**config.mk**
```make
export PLATFORM = sky130hd
export DESIGN_NAME = nfc_atom_cal_generator_flat
export DESIGN_NICKNAME = d
export VERILOG_FILES = /design/src/rtl/nfc_atom_cal_generator_if.sv /design/src/rtl/nfc_atom_cal_generator.sv /design/src/flat_wrapper.sv
export SDC_FILE = /design/constraint.sdc
export NUM_CORES = 1
export LEC_CHECK = 0
export ABC_AREA = 1
export CAP_MARGIN = 20
export CORE_ASPECT_RATIO = 1.75
export CORE_MARGIN = 10
export CORE_UTILIZATION = 49
export CTS_BUF_LIST = sky130_fd_sc_hd__clkbuf_2 sky130_fd_sc_hd__clkbuf_4 sky130_fd_sc_hd__clkbuf_8
export DETAILED_ROUTE_END_ITERATION = 16
export HOLD_SLACK_MARGIN = 0.1
export PLACE_DENSITY = 0.83
export REMOVE_ABC_BUFFERS = 1
export SLEW_MARGIN = 25
export SYNTH_ARGS = -nofsm -noshare
export SYNTH_HDL_FRONTEND = slang
export SYNTH_SLANG_ARGS = --single-unit
```
**constraint.sdc**
```tcl
create_clock -name iSystemClock -period 1.9 [get_ports iSystemClock]
set_input_delay 0.38 -clock iSystemClock [delete_from_list [all_inputs] [get_ports iSystemClock]]
set_output_delay 0.38 -clock iSystemClock [all_outputs]
set_load 0.01 [all_outputs]
```
**src/rtl/nfc_atom_cal_generator_if.sv**
```systemverilog
// Request/status bundle between a command issuer and the CA latch generator.
// The issuer drives the request fields; the generator returns ready and last-step.
interface nfc_atom_cal_generator_if #(
    parameter int NumberOfWays = 4
);
    logic                    iStart;
    logic [NumberOfWays-1:0] iTargetWay;
    logic [15:0]             iNumOfData;
    logic                    iCASelect;
    logic [39:0]             iCAData;
    logic                    oReady;
    logic                    oLastStep;

    modport master (
        output iStart, iTargetWay, iNumOfData, iCASelect, iCAData,
        input  oReady, oLastStep
    );

    modport slave (
        input  iStart, iTargetWay, iNumOfData, iCASelect, iCAData,
        output oReady, oLastStep
    );
endinterface

```
**src/rtl/nfc_atom_cal_generator.sv**
```systemverilog
// Atomic CLE/ALE latch sequencer: drives CE_n/CLE/ALE/WE_n/DQ for 1..5 CA bytes.
// Define NFC_CAL_CE_KEEP_EN to keep CE_n asserted after completion until the next start.
module nfc_atom_cal_generator #(
    parameter int NumberOfWays = 4,
    parameter int tSetup       = 2,
    parameter int tWP          = 2,
    parameter int tWH          = 2,
    parameter int tHold        = 2
) (
    input  logic                        iSystemClock,
    input  logic                        iReset,
    nfc_atom_cal_generator_if.slave     acgBus,
    output logic [NumberOfWays-1:0]     oCE_n,
    output logic                        oCLE,
    output logic                        oALE,
    output logic                        oWE_n,
    output logic [7:0]                  oDQ,
    output logic                        oDQ_OE
);

`ifdef NFC_CAL_CE_KEEP_EN
    localparam bit CeKeep = 1'b1;
`else
    localparam bit CeKeep = 1'b0;
`endif

    // Timer reload values are (cycles - 1); 0 is treated as 1, anything above 15 saturates.
    localparam int SetupEff = (tSetup < 1) ? 1 : ((tSetup > 15) ? 15 : tSetup);
    localparam int WpEff    = (tWP    < 1) ? 1 : ((tWP    > 15) ? 15 : tWP);
    localparam int WhEff    = (tWH    < 1) ? 1 : ((tWH    > 15) ? 15 : tWH);
    localparam int HoldEff  = (tHold  < 1) ? 1 : ((tHold  > 15) ? 15 : tHold);
    localparam logic [3:0] SetupLoad = 4'(SetupEff - 1);
    localparam logic [3:0] WpLoad    = 4'(WpEff - 1);
    localparam logic [3:0] WhLoad    = 4'(WhEff - 1);
    localparam logic [3:0] HoldLoad  = 4'(HoldEff - 1);

    typedef enum logic [2:0] {IDLE, SETUP, WE_LOW, WE_HIGH, HOLD, DONE} state_t;

    state_t      state;
    logic [3:0]  timer;
    logic [2:0]  remaining;
    logic [31:0] pendingBytes;
    logic [2:0]  clampedCount;
    logic        timerDone;

    assign clampedCount = (acgBus.iNumOfData > 16'd5) ? 3'd5 : acgBus.iNumOfData[2:0];
    assign timerDone    = (timer == 4'd0);

    always_ff @(posedge iSystemClock) begin
        if (iReset) begin
            state            <= IDLE;
            timer            <= 4'd0;
            remaining        <= 3'd0;
            pendingBytes     <= 32'd0;
            acgBus.oReady    <= 1'b1;
            acgBus.oLastStep <= 1'b0;
            oCE_n            <= '1;
            oCLE             <= 1'b0;
            oALE             <= 1'b0;
            oWE_n            <= 1'b1;
            oDQ              <= 8'h00;
            oDQ_OE           <= 1'b0;
        end else begin
            acgBus.oLastStep <= 1'b0;
            case (state)
                IDLE: begin
                    if (acgBus.iStart) begin
                        acgBus.oReady <= 1'b0;
                        remaining     <= clampedCount;
                        pendingBytes  <= acgBus.iCAData[31:0];
                        if (clampedCount == 3'd0) begin
                            // Empty request: report completion without touching the pins.
                            state            <= DONE;
                            acgBus.oLastStep <= 1'b1;
                        end else begin
                            state  <= SETUP;
                            timer  <= SetupLoad;
                            oCE_n  <= ~acgBus.iTargetWay;
                            oCLE   <= acgBus.iCASelect;
                            oALE   <= ~acgBus.iCASelect;
                            oDQ    <= acgBus.iCAData[39:32];
                            oDQ_OE <= 1'b1;
                            oWE_n  <= 1'b1;
                        end
                    end
                end
                SETUP: begin
                    if (timerDone) begin
                        state <= WE_LOW;
                        timer <= WpLoad;
                        oWE_n <= 1'b0;
                    end else begin
                        timer <= timer - 4'd1;
                    end
                end
                WE_LOW: begin
                    if (timerDone) begin
                        state <= WE_HIGH;
                        timer <= WhLoad;
                        oWE_n <= 1'b1;
                    end else begin
                        timer <= timer - 4'd1;
                    end
                end
                WE_HIGH: begin
                    if (timerDone) begin
                        if (remaining > 3'd1) begin
                            // Next byte goes onto DQ together with the WE_n fall.
                            state        <= WE_LOW;
                            timer        <= WpLoad;
                            oWE_n        <= 1'b0;
                            oDQ          <= pendingBytes[31:24];
                            pendingBytes <= {pendingBytes[23:0], 8'h00};
                            remaining    <= remaining - 3'd1;
                        end else begin
                            state <= HOLD;
                            timer <= HoldLoad;
                        end
                    end else begin
                        timer <= timer - 4'd1;
                    end
                end
                HOLD: begin
                    if (timerDone) begin
                        state            <= DONE;
                        acgBus.oLastStep <= 1'b1;
                        if (!CeKeep) begin
                            oCE_n <= '1;
                        end
                        oCLE   <= 1'b0;
                        oALE   <= 1'b0;
                        oDQ    <= 8'h00;
                        oDQ_OE <= 1'b0;
                    end else begin
                        timer <= timer - 4'd1;
                    end
                end
                DONE: begin
                    state         <= IDLE;
                    acgBus.oReady <= 1'b1;
                end
                default: state <= IDLE;
            endcase
        end
    end

endmodule

```
**src/flat_wrapper.sv**
```systemverilog
// flat-port wrapper written by rule: the top's interface ports become plain ports
module nfc_atom_cal_generator_flat 
#(
    parameter int NumberOfWays = 4,
    parameter int tSetup       = 2,
    parameter int tWP          = 2,
    parameter int tWH          = 2,
    parameter int tHold        = 2
)
  (iSystemClock, iReset, oCE_n, oCLE, oALE, oWE_n, oDQ, oDQ_OE, acgBus_iStart, acgBus_iTargetWay, acgBus_iNumOfData, acgBus_iCASelect, acgBus_iCAData, acgBus_oReady, acgBus_oLastStep);
  nfc_atom_cal_generator_if #(.NumberOfWays(NumberOfWays)) acgBus_i ();
  input  logic iSystemClock;
  input  logic iReset;
  output logic [NumberOfWays-1:0] oCE_n;
  output logic oCLE;
  output logic oALE;
  output logic oWE_n;
  output logic [7:0] oDQ;
  output logic oDQ_OE;
  input wire logic [$bits(acgBus_i.iStart)-1:0] acgBus_iStart;
  input wire logic [$bits(acgBus_i.iTargetWay)-1:0] acgBus_iTargetWay;
  input wire logic [$bits(acgBus_i.iNumOfData)-1:0] acgBus_iNumOfData;
  input wire logic [$bits(acgBus_i.iCASelect)-1:0] acgBus_iCASelect;
  input wire logic [$bits(acgBus_i.iCAData)-1:0] acgBus_iCAData;
  output wire logic [$bits(acgBus_i.oReady)-1:0] acgBus_oReady;
  output wire logic [$bits(acgBus_i.oLastStep)-1:0] acgBus_oLastStep;
  assign acgBus_i.iStart = acgBus_iStart;
  assign acgBus_i.iTargetWay = acgBus_iTargetWay;
  assign acgBus_i.iNumOfData = acgBus_iNumOfData;
  assign acgBus_i.iCASelect = acgBus_iCASelect;
  assign acgBus_i.iCAData = acgBus_iCAData;
  assign acgBus_oReady = acgBus_i.oReady;
  assign acgBus_oLastStep = acgBus_i.oLastStep;
  nfc_atom_cal_generator #(.NumberOfWays(NumberOfWays), .tSetup(tSetup), .tWP(tWP), .tWH(tWH), .tHold(tHold)) u_core (.iSystemClock(iSystemClock), .iReset(iReset), .acgBus(acgBus_i), .oCE_n(oCE_n), .oCLE(oCLE), .oALE(oALE), .oWE_n(oWE_n), .oDQ(oDQ), .oDQ_OE(oDQ_OE));
endmodule
```
==> results.tsv <==
stage	metric	value	unit
clocking	cts_tree	done	
worst_setup_path	required	2170	ps
routing	drtAntennaViolNets	0	
worst_setup_path	reg2reg_slack	210	ps
final_layout	nFillCells	463	
routing	drtIter0Drc	261	
final_layout	final_cell_mix	nand2_1 (107), clkdlybuf4s50_1 (81), dfxtp_1 (60), nor2_1 (44), o21ai_0 (36)	
worst_hold_path	min_from	u_core.oWE_n	
timing	relSlewSlack	0.7714	
worst_setup_path	reg2reg_depth	10	
timing	tns	0	ps
power_and_ir_drop	powerDensity	1587	mW/mm²
final_layout	syn_to_final_growth	42.49	%
grt	grtUsageTotal	0.1678	
flow_run	cap_violations	0	
worst_setup_path	critPathMaxFanout	7	
synth	seq_area_frac_synth	0.4218	
grt	grt_pass1_wl	13030	µm
clocking	clk_pin_slew_worst_paths	70	ps
routing	wl_per_cell	13.45	µm
floorplan	fp.dieW	77.63	µm
floorplan	initial_utilization	0.5058	
timing	fmax	568.9	MHz
clocking	clock_latency	350	ps
final_layout	layout_commonest_cell	nand2_1	
clocking	cts_buffers	9	
synth	ys_warn_count	0	
worst_setup_path	worst_ep_arrival_time	2030	ps
power_and_ir_drop	p_leak	0.001735	µW
clocking	clockBufferDepth	2	
grt	grt_max_degree	47	
clocking	root_buffer	clkbuf_8	
power_and_ir_drop	p_sw	2572	µW
final_layout	postLayoutCellArea	0.004058	mm²
final_layout	antenna_cells	0	
placed_design	portBuffers	81	
timing	worst-slew-pin-transition	343.0	ps
floorplan	top_level_ports	82	
final_layout	fin_util	0.7207	
worst_setup_path	worstSetupPathType	primary input to register	
routing	drcViolationCount	0	
power_and_ir_drop	p_sw_frac	0.3994	
floorplan	dieArea	0.009381	mm²
grt	grt_pass1_vias	3026	
grt	grtUsageMet3	0.04377	
final_layout	final_nets	564	
synth	ys_ff_latch	60	
floorplan	fp.dieH	120.8	µm
clocking	htree_num_levels	3	
synth	synth_area	0.002848	mm²
worst_hold_path	holdPathEnd	u_core.oWE_n	
grt	grt.overflow.total	0	
power_and_ir_drop	seqPwrFrac	0.337	
worst_setup_path	end_kind	register	
timing	post-route-period-util	0.9252	
routing	wirelength	7786	µm
power_and_ir_drop	cellInternalPower	3869	µW
timing	rsz0062_at_grt	false	
synth	synth_cell_types	33	
worst_setup_path	startpoint_type	primary input	
worst_setup_path	reg2reg_from	u_core.state[2]	
grt	grtUsageMet1	0.1630	
placed_design	dp_hpwl	5770	µm
timing	slew_violations	0	
routing	dr.pass1.iters	4	
floorplan	rows	36	
clocking	post_cts.repair.setup_buffers	0	
worst_hold_path	hold_depth	2	
synth	netlist_instances	408	
routing	vias	2994	
worst_hold_path	min_path_type	register to register	
grt	grt.busiest_layer	met2	
synth	avgSynthCellArea	6.980	µm²
placed_design	placed_area	0.003819	mm²
power_and_ir_drop	power_frac_comb	0.478	
timing	setup_viol	0	
status	status	complete, no violations	
timing	skew	10.24	ps
grt	grt_use_met2	0.3026	
timing	finalCriticalPeriod	1758	ps
routing	viasPerCell	5.171	
power_and_ir_drop	vdd_drop_max	0.7957	mV
final_layout	drive_gt1_frac	0.1133	
clocking	clkSinkCount	60	
grt	antenna_found_initial	0	
floorplan	fp.coreArea	0.005630	mm²
power_and_ir_drop	p_clk_frac	0.185	
placed_design	gp_congestion	0.8578	
timing	finalHoldViolCount	0	
worst_setup_path	rr_endpoint	u_core.oDQ[5]	
[metal layers]
layer / wire length (µm) / vias to the layer above
met5: 0 / -
li1: - / 1530
met1: 2978 / 1351
met3: 490 / 16
met2: 4106 / 97
met4: 209 / 0
[power groups by stage]
stage | registers (µW) | logic, µW | clock network, µW
finish | 2170 | 3080 | 1190
global route | 2230 | 3480 | 1270
CTS | 2170 | 3040 | 1210
detailed placement | 2180 | 3020 | 0
global placement | 2160 | 2920 | 0
floorplan | 2210 | 1770 | 0
[through the flow]
| stage | instances | setup WS (ps) | hold WS (ps) | power (µW) |
|---|---|---|---|---|
| 5_1_grt | 579 | 26.38 | 474.3 | 6981 |
| 2_1_floorplan | 387 | -388.0 | 427.4 | 3977 |
| 4_1_cts | 579 | 78.58 | 462.3 | 6425 |
| 3_5_place_dp | 563 | -232.8 | 446.3 | 5199 |
| 3_3_place_gp | 563 | -143.7 | 440.2 | 5084 |
| 6_report | 579 | 142.2 | 460.1 | 6441 |
[critical path: stages]
cell and delay [ps]:
clkdlybuf4s50_1 410, nor2_1 110, nand2_1 60, nor2_1 100, nand2_1 70, nor2_1 180
nand3_2 180, buf_4 210, nand3_2 130, nand2_1 70, a21oi_1 120
[how the worst max path moves through the flow]
stage	startpoint	to	slack [ps]	cells past startpoint
floorplan	u_core.state[2]	u_core.pendingBytes[14]	-390	8
detailed placement	acgBus_iNumOfData[15]	u_core.oALE	-230	11
CTS	u_core.timer[0]	u_core.pendingBytes[21]	80	9
global route	acgBus_iNumOfData[15]	u_core.oDQ_OE	30	11
global placement	acgBus_iNumOfData[4]	u_core.oDQ[0]	-140	11
finish	acgBus_iNumOfData[4]	u_core.oALE	140	11
[final cells by class]
class,instances,area [µm²],area share
inverters,33,130.1,0.03207
repair buffers,100,991.0,0.2442
clock inverters,5,60.06,0.01480
well taps,76,95.09,0.02344
multi-input cells,294,1429,0.3521
flip-flops and latches,60,1201,0.2960
clock buffers,11,151.4,0.03731
[kinds of logic (layout without fill, tap and decap cells)]
group	Yosys count	after routing	share of synthesized area
buffers and inverters	54	149	0.08523
adder cells (fa/ha/maj)	2	2	0.008786
flip-flops	60	60	0.4218
XOR/XNOR	1	1	0.003076
AO/OA/AOI/OAI	98	98	0.1916
AND/OR/NAND/NOR	193	193	0.2895
[synth_stat cells]
master	number	area, µm²
a211oi_1	6	45.04
a21oi_1	21	105.1
a31oi_1	25	156.4
buf_1	1	3.750
buf_2	5	25.02
buf_6	4	45.04
clkbuf_1	11	41.29
clkinv_1	2	7.510
clkinv_2	1	5.000
dfxtp_1	60	1201
ha_1	2	25.02
inv_1	26	97.59
inv_2	3	11.26
inv_4	1	6.260
nand2_1	107	401.6
nand2_2	4	25.02
nand3_1	23	115.1
nand3_2	1	10.01
nand3_4	1	17.52
nand3b_1	1	7.510
nand4_1	6	37.54
nor2_1	44	165.2
nor2_2	2	12.51
nor2_4	1	11.26
nor3_1	1	5.000
nor3_2	1	10.01
o21ai_0	36	180.2
o21ai_1	7	35.03
o21ai_2	1	8.760
o22ai_1	1	6.260
o311ai_0	1	8.760
or2_2	1	6.260
xor2_1	1	8.760
[flip-flops by register name (all words and copies together), names as in the netlist]
name and cells:
u_core.pendingBytes 32, u_core.oDQ 8, u_core.oCE_n 4, u_core.timer 4, u_core.remaining 3, u_core.state 3, u_core.acgBus.oLastStep 1, u_core.acgBus.oReady 1
u_core.oALE 1, u_core.oCLE 1, u_core.oDQ_OE 1, u_core.oWE_n 1
[timing repair]
item / 4_1_cts / 5_1_grt
hold buffers: 0 / 0
resized for setup: 0 / 7
endpoints found under the setup margin: 0 / 37
(Power assumes the default switching activity.)
